### src/rtl/fetch_queue_pkg.sv
// Shared front-end types: the buffered {instruction, pc} entry and the NOP encoding.
package core;

    localparam int DATA_WIDTH = 32;
    localparam int ADDR_WIDTH = 32;

    localparam logic [31:0] NOP_INSTR = 32'h0000_0013;

    typedef struct packed {
        logic [DATA_WIDTH-1:0] instr;
        logic [ADDR_WIDTH-1:0] pc;
    } fetch_entry_t;

endpackage

### src/rtl/fetch_queue_sat_counter.sv
// Saturating up-counter with synchronous reset; reusable for performance counters.
module sat_counter #(
    parameter int WIDTH = 32
) (
    input  logic             clk,
    input  logic             rst,
    input  logic             inc_i,
    output logic [WIDTH-1:0] cnt_o
);

    logic [WIDTH-1:0] cnt_q;
    logic [WIDTH-1:0] cnt_d;

    always_comb begin
        cnt_d = cnt_q;
        if (inc_i && (cnt_q != {WIDTH{1'b1}})) begin
            cnt_d = cnt_q + 1'b1;
        end
    end

    always_ff @(posedge clk) begin
        if (rst) begin
            cnt_q <= '0;
        end else begin
            cnt_q <= cnt_d;
        end
    end

    assign cnt_o = cnt_q;

endmodule

### src/rtl/fetch_queue.sv
// Fetch-to-decode {instr, pc} FIFO with single-cycle flush and a decode-starvation counter.
module fetch_queue #(
    parameter int DATA_WIDTH = core::DATA_WIDTH,
    parameter int ADDR_WIDTH = core::ADDR_WIDTH,
    parameter int DEPTH      = 4,
    parameter int CNT_WIDTH  = 32
) (
    input  logic                       clk,
    input  logic                       rst,
    input  logic                       flush_i,
    input  logic                       enq_valid_i,
    output logic                       enq_ready_o,
    input  logic [DATA_WIDTH-1:0]      enq_instr_i,
    input  logic [ADDR_WIDTH-1:0]      enq_pc_i,
    output logic                       deq_valid_o,
    input  logic                       deq_ready_i,
    output logic [DATA_WIDTH-1:0]      deq_instr_o,
    output logic [ADDR_WIDTH-1:0]      deq_pc_o,
    output logic [$clog2(DEPTH):0]     count_o,
    output logic [CNT_WIDTH-1:0]       starve_cnt_o
);
    import core::*;

    localparam int PW = $clog2(DEPTH);
    localparam int CW = PW + 1;

    fetch_entry_t  mem_q [DEPTH];
    fetch_entry_t  head;
    logic [PW-1:0] wr_ptr_q, wr_ptr_d;
    logic [PW-1:0] rd_ptr_q, rd_ptr_d;
    logic [CW-1:0] count_q, count_d;
    logic          full, empty, enq_fire, deq_fire;

    // Handshake qualifiers depend only on registered count: no enq->deq bypass.
    assign full     = (count_q == CW'(DEPTH));
    assign empty    = (count_q == '0);
    assign enq_fire = enq_valid_i && !full;
    assign deq_fire = deq_ready_i && !empty;

    always_comb begin
        wr_ptr_d = wr_ptr_q;
        rd_ptr_d = rd_ptr_q;
        count_d  = count_q;
        if (flush_i) begin
            wr_ptr_d = '0;
            rd_ptr_d = '0;
            count_d  = '0;
        end else begin
            if (enq_fire) wr_ptr_d = wr_ptr_q + 1'b1;
            if (deq_fire) rd_ptr_d = rd_ptr_q + 1'b1;
            case ({enq_fire, deq_fire})
                2'b10:   count_d = count_q + 1'b1;
                2'b01:   count_d = count_q - 1'b1;
                default: count_d = count_q;
            endcase
        end
    end

    always_ff @(posedge clk) begin
        if (rst) begin
            wr_ptr_q <= '0;
            rd_ptr_q <= '0;
            count_q  <= '0;
        end else begin
            wr_ptr_q <= wr_ptr_d;
            rd_ptr_q <= rd_ptr_d;
            count_q  <= count_d;
        end
    end

    // Storage is deliberately left unreset; the output gating hides stale contents.
    always_ff @(posedge clk) begin
        if (!rst && !flush_i && enq_fire) begin
            mem_q[wr_ptr_q] <= '{instr: enq_instr_i, pc: enq_pc_i};
        end
    end

    assign head        = mem_q[rd_ptr_q];
    assign enq_ready_o = !full;
    assign deq_valid_o = !empty;
    assign count_o     = count_q;
    assign deq_instr_o = deq_valid_o ? head.instr : DATA_WIDTH'(NOP_INSTR);
    assign deq_pc_o    = deq_valid_o ? head.pc    : '0;

    sat_counter #(
        .WIDTH(CNT_WIDTH)
    ) u_starve_cnt (
        .clk  (clk),
        .rst  (rst),
        .inc_i(deq_ready_i && empty),
        .cnt_o(starve_cnt_o)
    );

endmodule

### config.mk
export PLATFORM = sky130hd
export DESIGN_NAME = fetch_queue
export DESIGN_NICKNAME = d
export VERILOG_FILES = /design/src/rtl/fetch_queue_pkg.sv /design/src/rtl/fetch_queue_sat_counter.sv /design/src/rtl/fetch_queue.sv
export SDC_FILE = /design/constraint.sdc
export NUM_CORES = 1
export LEC_CHECK = 0
export BUFFER_PORTS_ARGS = -buffer_cell sky130_fd_sc_hd__buf_2
export CAP_MARGIN = 20
export CORE_MARGIN = 2
export CORE_UTILIZATION = 51
export CTS_CLUSTER_DIAMETER = 200
export DETAILED_ROUTE_END_ITERATION = 7
export PLACE_DENSITY = 0.75
export SLEW_MARGIN = 5
export SYNTH_ARGS = -nofsm -noshare
export SYNTH_HDL_FRONTEND = slang
export SYNTH_HIERARCHICAL = 1
export SYNTH_SLANG_ARGS = --single-unit
### constraint.sdc
create_clock -name clk -period 2.4 [get_ports clk]
set_input_delay 0.48 -clock clk [delete_from_list [all_inputs] [get_ports clk]]
set_output_delay 0.48 -clock clk [all_outputs]
set_load 0.01 [all_outputs]
# After elaboration in Yosys (flattened, before gate mapping)
# Memory sizes are Yosys's and may differ from the RTL's. A register that Yosys moved wholly into a read port is not among the register bits.
# Index checks and enable logic that the tools add are counted.
# op_classes
reduce_logical	13
addsub	5
mux	7
n_eq_ne	4
# op_table
cell	count
32-bit 2-to-1 mux	2
32-bit by 1-bit adder with 32-bit output, second input constant	1
32-bit inequality test, second input constant	1
1-bit logical AND	6
3-bit case mux with 2 select lines	1
2-bit by 1-bit adder with 2-bit output, second input constant	2
1-bit logical NOT	4
2-bit 2-to-1 mux	2
3-bit by 1-bit adder with 3-bit output, second input constant	1
3-bit equality test, second input constant	1
3-bit logical NOT	1
3-bit by 1-bit subtractor with 3-bit output, second input constant	1
2-bit by 1-bit equality test with 1-bit output, second input constant	1
2-bit equality test, second input constant	1
1-bit 2-to-1 mux	2
2-bit nonzero test	1
2-bit OR reduction	1
# word_totals
out_inout_bits	101
register_bits	39
word_cells	34
memories	1
ram_bits	256
input_bits	69
# memory_table
memory	words	width	rd	rd_clocked_by_memory_dff	write_ports	line	rtl
mem_q	4	64	1	1	1	fetch_queue.sv:27	fetch_entry_t mem_q [DEPTH];

# Logic depth before layout (Yosys ltp)
# depth
ltp_word	6
ltp_mapped	10
depth_no_buf	9

# Modules after synthesis
# Netlist, hierarchy kept.
# by_module_without_submodules
module	seq_area_each_um2	instances	area_each_um2	cells_each
fetch_queue	7867.5	1	10178.5	460
sat_counter	640.6	1	1674.1	199

# Worst setup path after synthesis
# Ideal clock, no wire load.
# synth_timing
kind	flip-flop to flip-flop
start	reg count_q[2], in the netlist count_o[2]
end	reg count_q[2], in the netlist count_o[2]
period_less_slack_ps	2481
setup_time_ps	70
path_stages_with_launch	11
t_required_ps	2330
path_slack_ps	-81
path_buffers	1
arrival_time_ps	2411
cell_sequence	dfxtp_1 > or3b_4 > and2_4 > buf_6 > inv_1 > ha_1 > inv_1 > fa_1 > xor2_1 > or3_2 > a21oi_1
# synth_via
elab_chain_len	5
elab_cells_between_ends	12
cone_classes	add/sub: 2; eq/ne: 3; mux: 1; reduce/logical: 6
# synth_lines
element	line	rtl
start: declaration	fetch_queue.sv:31	logic [CW-1:0] count_q, count_d;
start signal: assignment	fetch_queue.sv:67	count_q <= count_d;
3-bit equality test (*)	fetch_queue.sv:35	assign full = (count_q == CW'(DEPTH));
1-bit logical NOT (*)	-	
via enq_ready_o	fetch_queue.sv:12	output logic enq_ready_o,
1-bit logical AND (*)	fetch_queue.sv:37	assign enq_fire = enq_valid_i && !full;
2-bit by 1-bit equality test with 1-bit output / 2-bit equality test (equally long branches)	fetch_queue.sv:51	case ({enq_fire, deq_fire})
3-bit case mux with 2 select lines / 2-bit nonzero test (equally long branches)	-	
# Mark *: on every way through the listed nets, which the timed path passes. The rest lies on a longest branch.
# A chain may end at the register's enable or synchronous reset.

==> results.md <==
* Status: complete, but fails checks
* Failing checks: setup timing
* Antenna violations before repair at 3
* Final setup violation count at 64
* Num CTS Buffers at 30
* Worst Setup End Kind: output port
* Ys flop type: edfxtp_1
* FP Rows at 55
* Max Cap Viol at 0
* Die H at roughly 160 um
* P_leak at 5.193 nW
* Syn nets at approximately 740
* Hold depth at 1
* Area share of the largest cell type after synthesis at 64.86%
* Die W at around 160 um
* Hold slack at approximately 110 ps
* Dpl ws at -13.88 ps
* Clock Latency Late Sink at 580 ps
* Hold EP: mem_q[2][40]
* Final Core Density at approximately two thirds
* Synth Register Bits at about 300
* Reg2Reg Setup Slack at 120 ps
* Vias in the first global route at 6983
* R2R depth at 5
* Worst EP arrival at between 2000 and 2500 ps
* Final Skew at around 46 ps
* Worst r2r src: u_starve_cnt/cnt_o[21]
* Cells after Synth at 659
* Most frequent cells after synthesis: 256 x edfxtp_1, 64 x and2_1, 64 x mux4_2
* Placed cell areas at around 13000 um^2
* Root buf cell: clkbuf_16
* DRT antenna net count at 0
* Post-synth ARST share at 0%
* Pwr dens at slightly above 700 nW/um^2
* First-pass GRT wire length at between 30000 and 40000 um
* Area growth syn-to-layout at 25.36%
* Type of the worst setup path: register to output port
* Number of flops mapped to enable cells by yosys at around 260
* Vias at just under 7000
* Worst Setup Start Kind: register
* DR DRC count at 0
* Largest net degree at the start of global routing at 64
* Syn. warnings at 6
* Layout cells sized above 1 at ~45%
* Mean area per synthesized cell at between 15 and 20 um^2
* Fillers at between 1500 and 2000
* Vias/cell at 5.672
* Detailed Route WL at about 25000 um
* CTS tree: yes
* CTS Hold Bufs at 0
* Placed insts at around 1100
* Total power at 10.52 mW
* First DRT Iteration DRCs at about 520
* Worst-path fanout max at 9
* Dpl hpwl at approximately 14000 um
* Dominant cells by area after synthesis: edfxtp_1 65%, mux4_2 12%, dfxtp_1 6.9%
* PortBufs at 169
* Fin area at approximately 15000 um^2
* Mapped Area at approximately 12000 um^2
* Fin cells at approximately 1200
* Hold WC Path Type: input port to register
* Synth cell types at between 50 and 60
* First-pass iteration count of the detailed router at 5
* Worst vdd ir at ~0.68 mV
* Core area at roughly 23000 um^2
* Final GP Congestion at about 0.86
* Tcrit/Tclk final at 106.8%
* Ports at 170
* Fin worst setup slack at -163.9 ps
* Count leader, synth: edfxtp_1
* Worst r2r dst: u_starve_cnt/cnt_o[30]
* Final #Nets at between 900 and 1000
* Gr usage total at between 10% and 20%
* Req. time, crit path at ~1900 ps
* Die area at 24480 um^2
* Clock slew at reported path FFs at ~60 ps
* Grt ovf at 0
* Final hold vios at 0
* Unrepaired setup endpoints after global routing: yes
* Max Clk Rate at between 300 and 400 MHz
* Starting density of the core at 52.19%
* H-Tree Depth at 1
* Antenna cell count at 0
* TNS Setup at -6109 ps
* Final Critical Period at between 2000 and 3000 ps
* Slew HR at 55.50%
* Sequential fraction of the synthesis area at 71.78%
* CTS sink cnt at ~300
* Worst Hold Launch: enq_instr_i[8]
* Area leader, netlist: edfxtp_1
* Actual slew at the worst max-slew pin at 650.6 ps
* Max Slew Vio Count at 0
* Max clock buf depth at 3
* WL/cell at ~21 um
repair_timing:
item,in CTS,in global routing
pin swaps,0,2
endpoints found under the setup margin,66,65
gates cloned,2,1
setup buffers,11,7
gates resized for setup,74,37
final cells by class:
| class | instances | area [um^2] | area share [%] |
|---|---|---|---|
| Clock inverter | 16 | 93.84 | 0.6316 |
| Clock buffer | 39 | 794.5 | 5.347 |
| Sequential cell | 297 | 8518 | 57.33 |
| Tap cell | 285 | 356.6 | 2.400 |
| Inverter | 9 | 33.78 | 0.2274 |
| Timing Repair Buffer | 224 | 1788 | 12.03 |
| Multi-Input combinational cell | 321 | 3273 | 22.03 |
placed cells by master, fill, tap and decap left out, types with 3 or more instances in the layout:
master     Yosys  routed
and3_1         3       3
or2_2          4       3
inv_1          8       8
clkinv_2       0       6
nor2_1        18      18
buf_12         0      17
ha_1           6       5
and4_1         4       4
o21ai_0       12      12
nand4_1       11      11
mux4_2        64      64
nand3_1       13      13
xor2_1         3       3
buf_4          0      35
or4_1         12      12
nor4_1         4       3
dfxtp_1       41      37
buf_6          8      45
nand2_1       14      14
clkbuf_16      0      31
and3_2         4       4
and2_1        64      14
a21oi_1       25      24
or3_1         11      11
clkbuf_1      14       8
buf_2          9     125
and2_4         1      51
edfxtp_1     256     256
o31ai_1       12      12
clkinv_1       0       9
xnor2_1        6       6
flip-flops by register name, indices dropped and copies added (netlist names), named ones only:
register	flops
count_o	3
mem_q	256
rd_ptr_q	2
u_starve_cnt/cnt_o	32
wr_ptr_q	2
cell families after synthesis:
family,count (synthesis),share of synthesized area (%)
flip-flops,297,71.78
AND/OR/NAND/NOR,180,9.258
multiplexers,68,12.52
AO/OA/AOI/OAI,57,3.062
buffers and inverters,41,1.911
XOR/XNOR,9,0.6651
adder cells (fa/ha/maj),7,0.8023
per-layer routing:
layer	up-vias	part of all wire, %	global-route usage [%]
met5	-	0.11	0
met4	4	1.7	4.762
met3	34	7.0	5.096
met2	218	50	33.48
met1	3421	41	26.38
li1	3078	-	-
critical path, cell delays in order, from the launching register on:
cell     delay [ps]
dfxtp_4         440
buf_12          160
mux4_2          500
or2_2           280
buf_2           150
worst max-delay path by stage:
stage          depth (start not counted)  startpoint             end  slack (ps)
6_report                               4    register  deq_instr_o[0]        -160
5_1_grt                                4    register  deq_instr_o[0]        -230
4_1_cts                                5    register    deq_pc_o[28]        -200
3_5_place_dp                           9  count_o[2]      count_o[2]         -10
3_3_place_gp                           9  count_o[2]      count_o[2]          80
2_1_floorplan                         10  count_o[2]      count_o[2]         -30
report_power, final:
group          internal (mW)  total, mW  switching [mW]  leakage (nW)
Sequential              5.66       5.68          0.0227          2.65
Clock                   2.33       4.19            1.87         0.435
Combinational          0.335      0.645           0.310          2.11
(Power assumes the default switching activity.)
